$ cat config.mk
export PLATFORM = sky130hd
export DESIGN_NAME = lsu_mem_stage_flat
export DESIGN_NICKNAME = d
export VERILOG_FILES = /design/src/rtl/lsu_mem_stage_if.sv /design/src/rtl/lsu_mem_stage.sv /design/src/flat_wrapper.sv
export SDC_FILE = /design/constraint.sdc
export NUM_CORES = 1
export LEC_CHECK = 0
export CORE_ASPECT_RATIO = 1.1
export CORE_MARGIN = 4
export CORE_UTILIZATION = 45
export CTS_CLUSTER_DIAMETER = 50
export DETAILED_ROUTE_END_ITERATION = 16
export PLACE_DENSITY = 0.87
export SLEW_MARGIN = 20
export SYNTH_ARGS = -nofsm -noshare
export SYNTH_HDL_FRONTEND = slang
export SYNTH_SLANG_ARGS = --single-unit
$ cat constraint.sdc
create_clock -name clk -period 1.95 [get_ports clk]
set_clock_uncertainty 0.15 [all_clocks]
set_input_delay 0.39 -clock clk [delete_from_list [all_inputs] [get_ports clk]]
set_output_delay 0.39 -clock clk [all_outputs]
set_load 0.01 [all_outputs]
$ cat src/rtl/lsu_mem_stage_if.sv
// lsu_mem_stage_if: pipeline request/response and data-memory signals of the load/store unit
interface lsu_mem_stage_if #(
    parameter int ADDR_WIDTH = 16
);
    logic                  req_valid_i;
    logic                  req_ready_o;
    logic                  req_write_i;
    logic [2:0]            req_size_i;
    logic [ADDR_WIDTH-1:0] req_addr_i;
    logic [15:0]           req_wdata_i;
    logic                  resp_valid_o;
    logic [15:0]           resp_rdata_o;
    logic                  resp_err_o;
    logic [ADDR_WIDTH-1:0] dmem_addr_o;
    logic [15:0]           dmem_wdata_o;
    logic                  dmem_write_o;
    logic                  dmem_read_o;
    logic [15:0]           dmem_rdata_i;

    modport slave (
        input  req_valid_i, req_write_i, req_size_i, req_addr_i, req_wdata_i, dmem_rdata_i,
        output req_ready_o, resp_valid_o, resp_rdata_o, resp_err_o,
               dmem_addr_o, dmem_wdata_o, dmem_write_o, dmem_read_o
    );

    modport master (
        output req_valid_i, req_write_i, req_size_i, req_addr_i, req_wdata_i, dmem_rdata_i,
        input  req_ready_o, resp_valid_o, resp_rdata_o, resp_err_o,
               dmem_addr_o, dmem_wdata_o, dmem_write_o, dmem_read_o
    );
endinterface

$ cat src/rtl/lsu_mem_stage.sv
// lsu_mem_stage: byte-addressed load/store unit driving a word-wide synchronous data memory
module lsu_mem_stage #(
    parameter int ADDR_WIDTH = 16
) (
    input logic            clk,
    input logic            rst_n,
    lsu_mem_stage_if.slave bus
);
    typedef enum logic [2:0] {IDLE, RD, RD_WAIT, WR, RESP} state_t;

    state_t                state_q, state_d;
    logic                  write_q, write_d;
    logic [2:0]            size_q, size_d;
    logic [ADDR_WIDTH-1:0] addr_q, addr_d;
    logic [15:0]           wdata_q, wdata_d;
    logic [15:0]           rdata_q, rdata_d;
    logic                  err_q, err_d;
    logic                  req_err;
    logic [7:0]            rd_byte;
    logic [15:0]           load_word;
    logic [15:0]           merged_word;

    // Request legality and the byte-lane datapath around the memory read word
    always_comb begin
        req_err     = !(bus.req_size_i == 3'b000 || bus.req_size_i == 3'b001 || bus.req_size_i == 3'b100)
                      || (bus.req_size_i == 3'b001 && bus.req_addr_i[0]);
        rd_byte     = addr_q[0] ? bus.dmem_rdata_i[15:8] : bus.dmem_rdata_i[7:0];
        load_word   = size_q == 3'b000 ? {{8{rd_byte[7]}}, rd_byte} :
                      size_q == 3'b100 ? {8'h00, rd_byte} : bus.dmem_rdata_i;
        merged_word = addr_q[0] ? {wdata_q[7:0], bus.dmem_rdata_i[7:0]}
                                : {bus.dmem_rdata_i[15:8], wdata_q[7:0]};
    end

    // Next-state: latch on accept, then walk read / merge / write / respond
    always_comb begin
        state_d = state_q;
        write_d = write_q;
        size_d  = size_q;
        addr_d  = addr_q;
        wdata_d = wdata_q;
        rdata_d = rdata_q;
        err_d   = err_q;
        case (state_q)
            IDLE: begin
                if (bus.req_valid_i) begin
                    write_d = bus.req_write_i;
                    size_d  = bus.req_size_i;
                    addr_d  = bus.req_addr_i;
                    wdata_d = bus.req_wdata_i;
                    err_d   = req_err;
                    state_d = req_err ? RESP :
                              (bus.req_write_i && bus.req_size_i == 3'b001) ? WR : RD;
                end
            end
            RD:      state_d = RD_WAIT;
            RD_WAIT: begin
                // Byte stores reuse the write-data register to hold the merged word
                if (write_q) begin
                    wdata_d = merged_word;
                    state_d = WR;
                end else begin
                    rdata_d = load_word;
                    state_d = RESP;
                end
            end
            WR:      state_d = RESP;
            RESP:    state_d = IDLE;
            default: state_d = IDLE;
        endcase
    end

    // Outputs decode only from state and latched registers
    always_comb begin
        bus.req_ready_o  = state_q == IDLE;
        bus.resp_valid_o = state_q == RESP;
        bus.resp_err_o   = state_q == RESP && err_q;
        bus.resp_rdata_o = (state_q == RESP && (write_q || err_q)) ? 16'h0000 : rdata_q;
        bus.dmem_read_o  = state_q == RD;
        bus.dmem_write_o = state_q == WR;
        bus.dmem_wdata_o = state_q == WR ? wdata_q : 16'h0000;
        bus.dmem_addr_o  = {1'b0, addr_q[ADDR_WIDTH-1:1]};
    end

    // State and request registers with asynchronous clear
    always_ff @(posedge clk or negedge rst_n) begin
        if (!rst_n) begin
            state_q <= IDLE;
            write_q <= 1'b0;
            size_q  <= 3'b000;
            addr_q  <= '0;
            wdata_q <= 16'h0000;
            rdata_q <= 16'h0000;
            err_q   <= 1'b0;
        end else begin
            state_q <= state_d;
            write_q <= write_d;
            size_q  <= size_d;
            addr_q  <= addr_d;
            wdata_q <= wdata_d;
            rdata_q <= rdata_d;
            err_q   <= err_d;
        end
    end
endmodule

$ cat src/flat_wrapper.sv
// flat-port wrapper written by rule: the top's interface ports become plain ports
module lsu_mem_stage_flat 
#(
    parameter int ADDR_WIDTH = 16
)
  (clk, rst_n, bus_req_valid_i, bus_req_write_i, bus_req_size_i, bus_req_addr_i, bus_req_wdata_i, bus_dmem_rdata_i, bus_req_ready_o, bus_resp_valid_o, bus_resp_rdata_o, bus_resp_err_o, bus_dmem_addr_o, bus_dmem_wdata_o, bus_dmem_write_o, bus_dmem_read_o);
  lsu_mem_stage_if #(.ADDR_WIDTH(ADDR_WIDTH)) bus_i ();
  input logic clk;
  input logic rst_n;
  input wire logic [$bits(bus_i.req_valid_i)-1:0] bus_req_valid_i;
  input wire logic [$bits(bus_i.req_write_i)-1:0] bus_req_write_i;
  input wire logic [$bits(bus_i.req_size_i)-1:0] bus_req_size_i;
  input wire logic [$bits(bus_i.req_addr_i)-1:0] bus_req_addr_i;
  input wire logic [$bits(bus_i.req_wdata_i)-1:0] bus_req_wdata_i;
  input wire logic [$bits(bus_i.dmem_rdata_i)-1:0] bus_dmem_rdata_i;
  output wire logic [$bits(bus_i.req_ready_o)-1:0] bus_req_ready_o;
  output wire logic [$bits(bus_i.resp_valid_o)-1:0] bus_resp_valid_o;
  output wire logic [$bits(bus_i.resp_rdata_o)-1:0] bus_resp_rdata_o;
  output wire logic [$bits(bus_i.resp_err_o)-1:0] bus_resp_err_o;
  output wire logic [$bits(bus_i.dmem_addr_o)-1:0] bus_dmem_addr_o;
  output wire logic [$bits(bus_i.dmem_wdata_o)-1:0] bus_dmem_wdata_o;
  output wire logic [$bits(bus_i.dmem_write_o)-1:0] bus_dmem_write_o;
  output wire logic [$bits(bus_i.dmem_read_o)-1:0] bus_dmem_read_o;
  assign bus_i.req_valid_i = bus_req_valid_i;
  assign bus_i.req_write_i = bus_req_write_i;
  assign bus_i.req_size_i = bus_req_size_i;
  assign bus_i.req_addr_i = bus_req_addr_i;
  assign bus_i.req_wdata_i = bus_req_wdata_i;
  assign bus_i.dmem_rdata_i = bus_dmem_rdata_i;
  assign bus_req_ready_o = bus_i.req_ready_o;
  assign bus_resp_valid_o = bus_i.resp_valid_o;
  assign bus_resp_rdata_o = bus_i.resp_rdata_o;
  assign bus_resp_err_o = bus_i.resp_err_o;
  assign bus_dmem_addr_o = bus_i.dmem_addr_o;
  assign bus_dmem_wdata_o = bus_i.dmem_wdata_o;
  assign bus_dmem_write_o = bus_i.dmem_write_o;
  assign bus_dmem_read_o = bus_i.dmem_read_o;
  lsu_mem_stage #(.ADDR_WIDTH(ADDR_WIDTH)) u_core (.clk(clk), .rst_n(rst_n), .bus(bus_i));
endmodule
======== Word-level counts from Yosys, hierarchy flattened ========
Cells that the tools add are included.
storage, ports and cells
  flip-flop bits (word level) ............. 56
  bits of input ports ..................... 55
  output and inout port bits .............. 53
  word-level logic and storage cells ...... 50
cells by class
  equal/unequal tests ..................... 10
  mux-type cells .......................... 14
  bitwise operators ....................... 1
  reductions and logical operators ........ 17
operators by type and width
  operator                                                          number
  16-bit 2-to-1 mux                                                 7
  16-bit one-hot mux with 2 select lines                            1
  3-bit one-hot mux with 4 select lines                             1
  3-bit == test (second input constant)                             3
  3-bit logical NOT                                                 3
  3-bit 2-to-1 mux                                                  3
  8-bit 2-to-1 mux                                                  1
  3-bit by 1-bit == test with 1-bit output (second input constant)  2
  3-bit by 2-bit == test with 1-bit output (second input constant)  2
  1-bit logical AND                                                 4
  1-bit logical OR                                                  4
  2-bit by 1-bit != test with 1-bit output (second input constant)  2
  2-bit AND reduction                                               2
  4-bit AND reduction                                               1
  3-bit AND reduction                                               1
  2-bit 2-to-1 mux                                                  1
  2-bit != test (second input constant)                             1
  2-bit nonzero test                                                1
  1-bit logical NOT                                                 1
  1-bit inverter                                                    1

======== Depth between registers and ports, before layout ========
Gate-level depths: netlist of run 1.
  word-level depth ........................ 8
  mapped depth ............................ 5
  gate-level depth less buffers ........... 3

======== Worst setup path after synthesis of run 1 ========
OpenSTA, ideal clock, no wires.
  path type ............................... register to output
  from .................................... reg u_core.state_q[0]
  to ...................................... out bus_resp_rdata_o[10]
  data arrival time ....................... 1.512 ns
  required time ........................... 1.410 ns
  slack ................................... -0.102 ns
  cell stages (with the launch flop) ...... 6
  buffers on the path ..................... 2
  cell sequence ........................... dfrtp_1 > buf_2 > nor3b_1 > o21a_1 > buf_2 > nor2b_1
between the ends
  cells in the longest elaborated chain, start to end .. 3
ends and longest elaborated chain
  what                      RTL line             text
  start: declaration        lsu_mem_stage.sv:11  state_t state_q, state_d;
  start signal: assignment  lsu_mem_stage.sv:95  state_q <= state_d;
  3-bit == test             --
  net bus_resp_valid_o      flat_wrapper.sv:17   output wire logic [$bits(bus_i.resp_valid_o)-1:0] bus_resp_valid_o;
  1-bit logical AND         lsu_mem_stage.sv:77  bus.resp_rdata_o = (state_q == RESP && (write_q || err_q)) ? 16'h0000 : rdata_q;
  16-bit 2-to-1 mux         lsu_mem_stage.sv:77
  end: declaration          flat_wrapper.sv:18   output wire logic [$bits(bus_i.resp_rdata_o)-1:0] bus_resp_rdata_o;
The timed path passes the listed nets, and every way through them passes these cells.

======== Worst setup path in the final report of run 1 ========
  from .................................... reg u_core.state_q[1]
  to ...................................... out bus_dmem_wdata_o[1]
between the ends
  cells in the longest elaborated chain, start to end .. 2
ends and longest elaborated chain
  what                                      RTL line             text
  3-bit by 2-bit == test with 1-bit output  lsu_mem_stage.sv:80  bus.dmem_wdata_o = state_q == WR ? wdata_q : 16'h0000;
  16-bit 2-to-1 mux                         lsu_mem_stage.sv:80
  end: declaration                          flat_wrapper.sv:21   output wire logic [$bits(bus_i.dmem_wdata_o)-1:0] bus_dmem_wdata_o;
Every way passes these cells.

==> impl_metrics.env, run 1 <==
export IMPL_status="finished, violations left"
export IMPL_violations_in_the_final_reports="negative setup slack"
export IMPL_cell_with_the_largest_stage_delay_on_the_worst_path="sky130_fd_sc_hd__dfrtp_1"
export IMPL_timing_final_setup_violations=39
export IMPL_count_of_unique_library_cells_instantiated_by_yosys=36
export IMPL_n_fill_cell=481
export IMPL_synthesis_nets=344
export IMPL_timing_critical_path_buf_inv=5
export IMPL_path_cells="inv_2, nor3b_4, buf_2, buf_6, buf_6, and2_4, buf_6"
export IMPL_multi_input_area_mm2=0.00146
export IMPL_total_instance_count_after_detailed_placement=467
export IMPL_power_density_mw_per_mm2=1470
export IMPL_timing_critical_path_from_type="register"
export IMPL_max_cap_violations=0
export IMPL_area_growth_syn_to_layout_pct=49.6
export IMPL_num_antenna_cells=0
export IMPL_vias=2540
export IMPL_critical_path_most_common_cell="sky130_fd_sc_hd__buf_6"
export IMPL_hp_class="reg -> reg"
export IMPL_die_h_um=93.9
export IMPL_synth_seq_area_share_pct=46.4
export IMPL_cp_arrival_ns=1.62
export IMPL_finalCriticalPeriod_ns=2.16
export IMPL_cpPeakStageDelay_ns=0.41
export IMPL_design_area_mm2=0.00452
export IMPL_ys_dominant_reg_cell="sky130_fd_sc_hd__dfrtp_1"
export IMPL_post_dp_hpwl_um=5710
export IMPL_tightestPinTransition_ns=0.518
export IMPL_part_of_the_total_power_dissipated_in_sequential_elements_pct=31.5
export IMPL_endpoint_type_of_the_worst_setup_path="output pin"
export IMPL_asyncSetResetFlopFracSynth_pct=100
export IMPL_groute_usage_overall_pct=19.7
export IMPL_finalCritPeriodShare_pct=111
export IMPL_ir_worst_vdd_mv=0.898
export IMPL_first_global_vias=2633
export IMPL_remaining_drc_errors=0
export IMPL_power_share_switching_pct=35.4
export IMPL_cell_internal_pwr_mw=4.28
export IMPL_netlist_area_mm2=0.00302
export IMPL_pin_count_of_the_biggest_net_entering_global_routing=35
export IMPL_viasPerCell=5.20
export IMPL_gpl_final_weighted_congestion=0.816
export IMPL_global_route_wire_length_before_repair_um=12600
export IMPL_cp_data_required_time_ns=1.41
export IMPL_part_of_the_power_in_combinational_logic_pct=56.0
export IMPL_cts_clk_slew_worst_paths_ns=0.10
export IMPL_relSlewSlack_pct=65.5
export IMPL_wirelength_um=8260
export IMPL_synth_area_per_cell_um2=10.4
export IMPL_route_antenna_remaining_nets=0
export IMPL_tritoncts_num_sinks=56
export IMPL_avgRoutedWirePerCell_um=16.9
export IMPL_detailedRoute_firstPassIterationCount=4
export IMPL_utilization_pct=68.9
export IMPL_layout_area_seq_mm2=0.00140
export IMPL_synth_cells=289
export IMPL_hold_violation_total_from_the_final_report=0
export IMPL_finalWorstSetupSlack_ns=-0.206
export IMPL_clock_power_share_pct=12.5
export IMPL_clockRootBuffer="sky130_fd_sc_hd__clkbuf_8"
export IMPL_clock_latency_on_the_worst_skew_pair_ns=0.31
export IMPL_crit_family="buffers and inverters"
export IMPL_number_of_enable_type_register_cells_in_the_synthesized_netlist=0
export IMPL_placement_rows=31
export IMPL_power_leakage_nw=2.05
export IMPL_timing_worst_setup_path_type="reg -> out"
export IMPL_rsz0062_at_grt="true"
export IMPL_yosys_register_bits=56
export IMPL_antenna_found_initial=0
export IMPL_initial_core_util_pct=46.0
export IMPL_placement_cell_area_mm2=0.00420
export IMPL_dieWidth_um=86.1
export IMPL_path_max_fanout=3
export IMPL_fmax_mhz=464
export IMPL_drt_iter0_drc=116
export IMPL_input_output_buffers=106
export IMPL_maxSlewViolCount=0
export IMPL_total_power_mw=6.62
export IMPL_htreeDepth=2
export IMPL_core_area_mm2=0.00656
export IMPL_yosysWarnings=0
export IMPL_layout_drive_gt1_share_pct=36.9
export IMPL_ctsLongestPathBuffers=2
export IMPL_layout_cells_non_filler=488
export IMPL_fp_dieArea_mm2=0.00808
export IMPL_power_net_switching_mw=2.34
export IMPL_globalRouteOverflowTotal=0
export IMPL_cts_buffers_inserted=5
export IMPL_num_nets_final=460
export IMPL_cts_tree="yes"
export IMPL_tns_ns=-4.42
export IMPL_ioPinCount=108
-- stage by stage --
stage                     hold slack, ns  setup WS (ns)
after floorplan                  -0.0556         0.0510
after global placement             0.238         -0.107
after detailed placement           0.248         -0.155
after CTS                          0.361         -0.206
after global routing               0.376         -0.290
final                              0.350         -0.206
-- placed cells by master, fill, tap and decap left out, drive strengths merged --
cell and n:
nor4b 2, nor3 1, a211o 2, dlygate4sd3 1, nand3 9, mux2i 17, nor2b 17, and2 17
or3b 1, nor2 27, clkdlybuf4s50 68, nor3b 2, dfrtp 56, o21ai 8, a21oi 19, or3 1
bufinv 1, nand2b 2, clkbuf 8, inv 10, mux2 36, buf 74, nand2 10, or4 1
o21a 2, a21boi 2, or2 2, conb 1, a31oi 8, o32ai 1
-- cell type report --
type                    instances  share of cell area, %
flip-flops and latches         56                   31.1
clock buffers                   7                   2.13
multi-input cells             188                   32.3
well taps                      82                   2.27
clock inverters                 1                  0.665
repair buffers                144                   30.7
inverters                      10                  0.831
-- synthesized netlist by cell type (all sizes together) (2+ instances only) --
library cell  number  share of area, %
mux2              36                14
nor2              27               3.4
or2                2              0.41
nand2b             2              0.41
o21a               2              0.50
a21oi             19               3.2
clkbuf             6              0.75
buf               29               6.3
nand3              9               1.5
nor3b              2              0.66
o21ai              8               1.3
and2              17               3.5
inv               10               1.2
nor4b              2               1.3
a211o              2              0.58
a31oi              8               1.7
a21boi             2              0.62
nand2             10               1.3
nor2b             17               3.5
mux2i             17               5.6
dfrtp             56                46
-- per-layer routing --
layer  track usage (%)  part of all wire (%)
met5                 0                     0
met4              5.15                   1.3
met3              4.65                   6.8
met2              34.8                    51
met1              23.9                    41
-- cells by family (layout without fill, tap and decap cells) --
kind of cell,after synthesis,count (layout),synth area share (%)
other,1,1,0.124
flip-flops,56,56,46.4
buffers and inverters,45,162,8.33
multiplexers,53,53,20.1
AND/OR/NAND/NOR,92,92,16.9
AO/OA/AOI/OAI,42,42,8.13
-- sequential cells by signal (all words and copies together), names as in the netlist --
| name | cells |
|---|---|
| u_core.size_q | 3 |
| u_core.addr_q | 16 |
| u_core.wdata_q | 16 |
| u_core.state_q | 3 |
| u_core.err_q | 1 |
| u_core.write_q | 1 |
| u_core.rdata_q | 16 |
-- worst register-to-register path, delay by kind of cell, from the launching register on --
family,cells,cell delay [ns]
buffers and inverters,4,0.63
AOI/OAI and AO/OA,1,0.14
muxes,1,0.34
and+or+nand+nor,1,0.18
DFF,1,0.42
-- power groups by stage --
stage / Clock (mW) / Combinational, mW / Sequential (mW)
after CTS: 0.848 / 3.53 / 2.07
after detailed placement: 0 / 3.61 / 2.08
final: 0.827 / 3.71 / 2.09
after floorplan: 0 / 2.28 / 1.97
after global routing: 0.882 / 4.00 / 2.16
after global placement: 0 / 3.53 / 2.05
-- path summary, 6_finish.rpt --
path	cells past startpoint	start	slack [ns]	endpoint
max in group asynchronous	3	rst_n	0.57	u_core.rdata_q[2]$_DFFE_PN0P_
worst min register to register	1	u_core.addr_q[1]$_DFFE_PN0P_	0.35	u_core.addr_q[1]$_DFFE_PN0P_
worst min-delay path	1	u_core.addr_q[1]$_DFFE_PN0P_	0.35	u_core.addr_q[1]$_DFFE_PN0P_
worst max-delay path	7	u_core.state_q[1]$_DFFE_PN0P_	-0.21	bus_dmem_wdata_o[1]
worst max register to register	7	u_core.state_q[1]$_DFFE_PN0P_	-0.02	u_core.wdata_q[6]$_DFFE_PN0P_
min in group asynchronous	2	rst_n	0.44	u_core.addr_q[7]$_DFFE_PN0P_
-- what timing repair did --
| action | CTS | global route |
|---|---|---|
| hold buffers | 1 | 0 |
| buffers inserted | 11 | 1 |
| gates resized for setup | 185 | 31 |
| pin swaps | 15 | 5 |
| endpoints found under the setup margin | 45 | 65 |
| hold endpoints to repair | 21 | 0 |
| gates cloned | 2 | 2 |
No activity file was read; power rests on OpenSTA's default activity.
==> inputs of run 2 (changes only) <==
- MAX_ROUTING_LAYER: unset -> met4
==> impl_metrics.env, run 2 (synthesis gave the netlist of run 1 again) <==
export IMPL_vias=2520
export IMPL_cts_clk_slew_worst_paths_ns=0.10
export IMPL_route_antenna_remaining_nets=0
export IMPL_input_output_buffers=106
export IMPL_dieWidth_um=86.1
export IMPL_total_instance_count_after_detailed_placement=467
export IMPL_hold_violation_total_from_the_final_report=0
export IMPL_endpoint_type_of_the_worst_setup_path="output pin"
export IMPL_finalCriticalPeriod_ns=2.15
export IMPL_fp_dieArea_mm2=0.00808
export IMPL_crit_family="buffers and inverters"
export IMPL_core_area_mm2=0.00656
export IMPL_critical_path_most_common_cell="sky130_fd_sc_hd__buf_6"
export IMPL_cp_arrival_ns=1.61
export IMPL_placement_rows=31
export IMPL_utilization_pct=68.8
export IMPL_global_route_wire_length_before_repair_um=12600
export IMPL_wirelength_um=8230
export IMPL_post_dp_hpwl_um=5710
export IMPL_area_growth_syn_to_layout_pct=49.5
export IMPL_power_leakage_nw=2.05
export IMPL_num_antenna_cells=0
export IMPL_cpPeakStageDelay_ns=0.40
export IMPL_violations_in_the_final_reports="negative setup slack"
export IMPL_ctsLongestPathBuffers=2
export IMPL_clock_latency_on_the_worst_skew_pair_ns=0.31
export IMPL_n_fill_cell=485
export IMPL_path_cells="inv_2, nor3b_4, buf_2, buf_6, buf_6, and2_4, buf_6"
export IMPL_layout_drive_gt1_share_pct=36.9
export IMPL_clock_power_share_pct=12.5
export IMPL_part_of_the_total_power_dissipated_in_sequential_elements_pct=31.6
export IMPL_max_cap_violations=0
export IMPL_tritoncts_num_sinks=56
export IMPL_part_of_the_power_in_combinational_logic_pct=55.9
export IMPL_avgRoutedWirePerCell_um=16.9
export IMPL_status="finished, violations left"
export IMPL_initial_core_util_pct=46.0
export IMPL_num_nets_final=460
export IMPL_rsz0062_at_grt="true"
export IMPL_cts_tree="yes"
export IMPL_timing_worst_setup_path_type="reg -> out"
export IMPL_relSlewSlack_pct=65.2
export IMPL_path_max_fanout=3
export IMPL_ir_worst_vdd_mv=0.795
export IMPL_groute_usage_overall_pct=20.3
export IMPL_fmax_mhz=464
export IMPL_globalRouteOverflowTotal=0
export IMPL_power_net_switching_mw=2.34
export IMPL_cts_buffers_inserted=5
export IMPL_htreeDepth=2
export IMPL_detailedPlace_worstSlack_ns=-0.155
export IMPL_cp_data_required_time_ns=1.41
export IMPL_die_h_um=93.9
export IMPL_timing_critical_path_from_type="register"
export IMPL_power_share_switching_pct=35.4
export IMPL_detailedRoute_firstPassIterationCount=5
export IMPL_finalWorstSetupSlack_ns=-0.204
export IMPL_drt_iter0_drc=119
export IMPL_layout_cells_non_filler=488
export IMPL_antenna_found_initial=0
export IMPL_viasPerCell=5.16
export IMPL_largest_registers="u_core.addr_q x16, u_core.rdata_q x16, u_core.wdata_q x16"
export IMPL_timing_final_setup_violations=40
export IMPL_ioPinCount=108
export IMPL_tns_ns=-4.45
export IMPL_hp_class="reg -> reg"
export IMPL_gpl_final_weighted_congestion=0.828
export IMPL_maxSlewViolCount=0
export IMPL_pin_count_of_the_biggest_net_entering_global_routing=35
export IMPL_total_power_mw=6.61
export IMPL_tightestPinTransition_ns=0.521
export IMPL_cell_internal_pwr_mw=4.27
export IMPL_timing_critical_path_buf_inv=5
export IMPL_cell_with_the_largest_stage_delay_on_the_worst_path="sky130_fd_sc_hd__dfrtp_1"
export IMPL_power_density_mw_per_mm2=1470
export IMPL_remaining_drc_errors=0
export IMPL_first_global_vias=2628
export IMPL_clockRootBuffer="sky130_fd_sc_hd__clkbuf_8"
export IMPL_layout_cells_most_common_list="sky130_fd_sc_hd__clkdlybuf4s50_1 (68), sky130_fd_sc_hd__dfrtp_1 (54), sky130_fd_sc_hd__buf_6 (30), sky130_fd_sc_hd__nor2_1 (27), sky130_fd_sc_hd__mux2_2 (27)"
export IMPL_mostFrequentLayoutCell="sky130_fd_sc_hd__clkdlybuf4s50_1"
export IMPL_finalCritPeriodShare_pct=110
==> run 2: cell counts in the layout (fill, tap and decap cells not counted) <==
No cell type changed its count.
==> run 2: power by group through the flow <==
stage / sequential [mW] / combinational (mW) / clock [mW]
6_report: 2.09 / 3.70 / 0.826
5_1_grt: 2.16 / 3.99 / 0.885
4_1_cts: 2.07 / 3.53 / 0.848
3_5_place_dp: 2.08 / 3.61 / 0
3_3_place_gp: 2.05 / 3.53 / 0
2_1_floorplan: 1.97 / 2.28 / 0
==> run 2: cell type report <==
class	count	area (um^2)	area share, %
multi-input combinational	188	1460	32.4
sequential	56	1400	31.1
timing repair buffer	144	1380	30.6
tap	82	103	2.27
clock buffer	7	96.3	2.14
inverter	10	37.5	0.832
clock inverter	1	30.0	0.666
==> run 2: metrics by stage <==
step,instance area [um^2],hold WS [ns]
6_report,4510,0.350
3_3_place_gp,4200,0.238
5_1_grt,4510,0.376
2_1_floorplan,3020,-0.0556
4_1_cts,4400,0.361
3_5_place_dp,4200,0.248
==> run 2: final timing paths <==
check	from	endpoint	slack (ns)	depth (start not counted)
setup / recovery	u_core.state_q[1]$_DFFE_PN0P_	bus_dmem_wdata_o[1]	-0.20	7
hold / removal	u_core.addr_q[1]$_DFFE_PN0P_	u_core.addr_q[1]$_DFFE_PN0P_	0.35	1
setup reg to reg	u_core.state_q[1]$_DFFE_PN0P_	u_core.wdata_q[6]$_DFFE_PN0P_	-0.02	7
hold reg to reg	u_core.addr_q[1]$_DFFE_PN0P_	u_core.addr_q[1]$_DFFE_PN0P_	0.35	1
max in group asynchronous	rst_n	u_core.rdata_q[2]$_DFFE_PN0P_	0.57	3
min in group asynchronous	rst_n	u_core.addr_q[7]$_DFFE_PN0P_	0.44	2
==> run 2: what timing repair did <==
action / 4_1_cts / 5_1_grt
pin swaps: 15 / 5
resized for setup: 185 / 30
hold buffers: 1 / 0
cloned: 2 / 2
setup buffers: 11 / 1
endpoints found under the hold margin: 21 / 0
endpoints found under the setup margin: 45 / 65
==> run 2: per-layer routing <==
| layer | wire length [um] | global-route usage (%) |
|---|---|---|
| met1 | 3380 | 24.5 |
| met5 | 0 | - |
| met2 | 4170 | 34.6 |
| met3 | 563 | 4.04 |
| met4 | 108 | 5.15 |
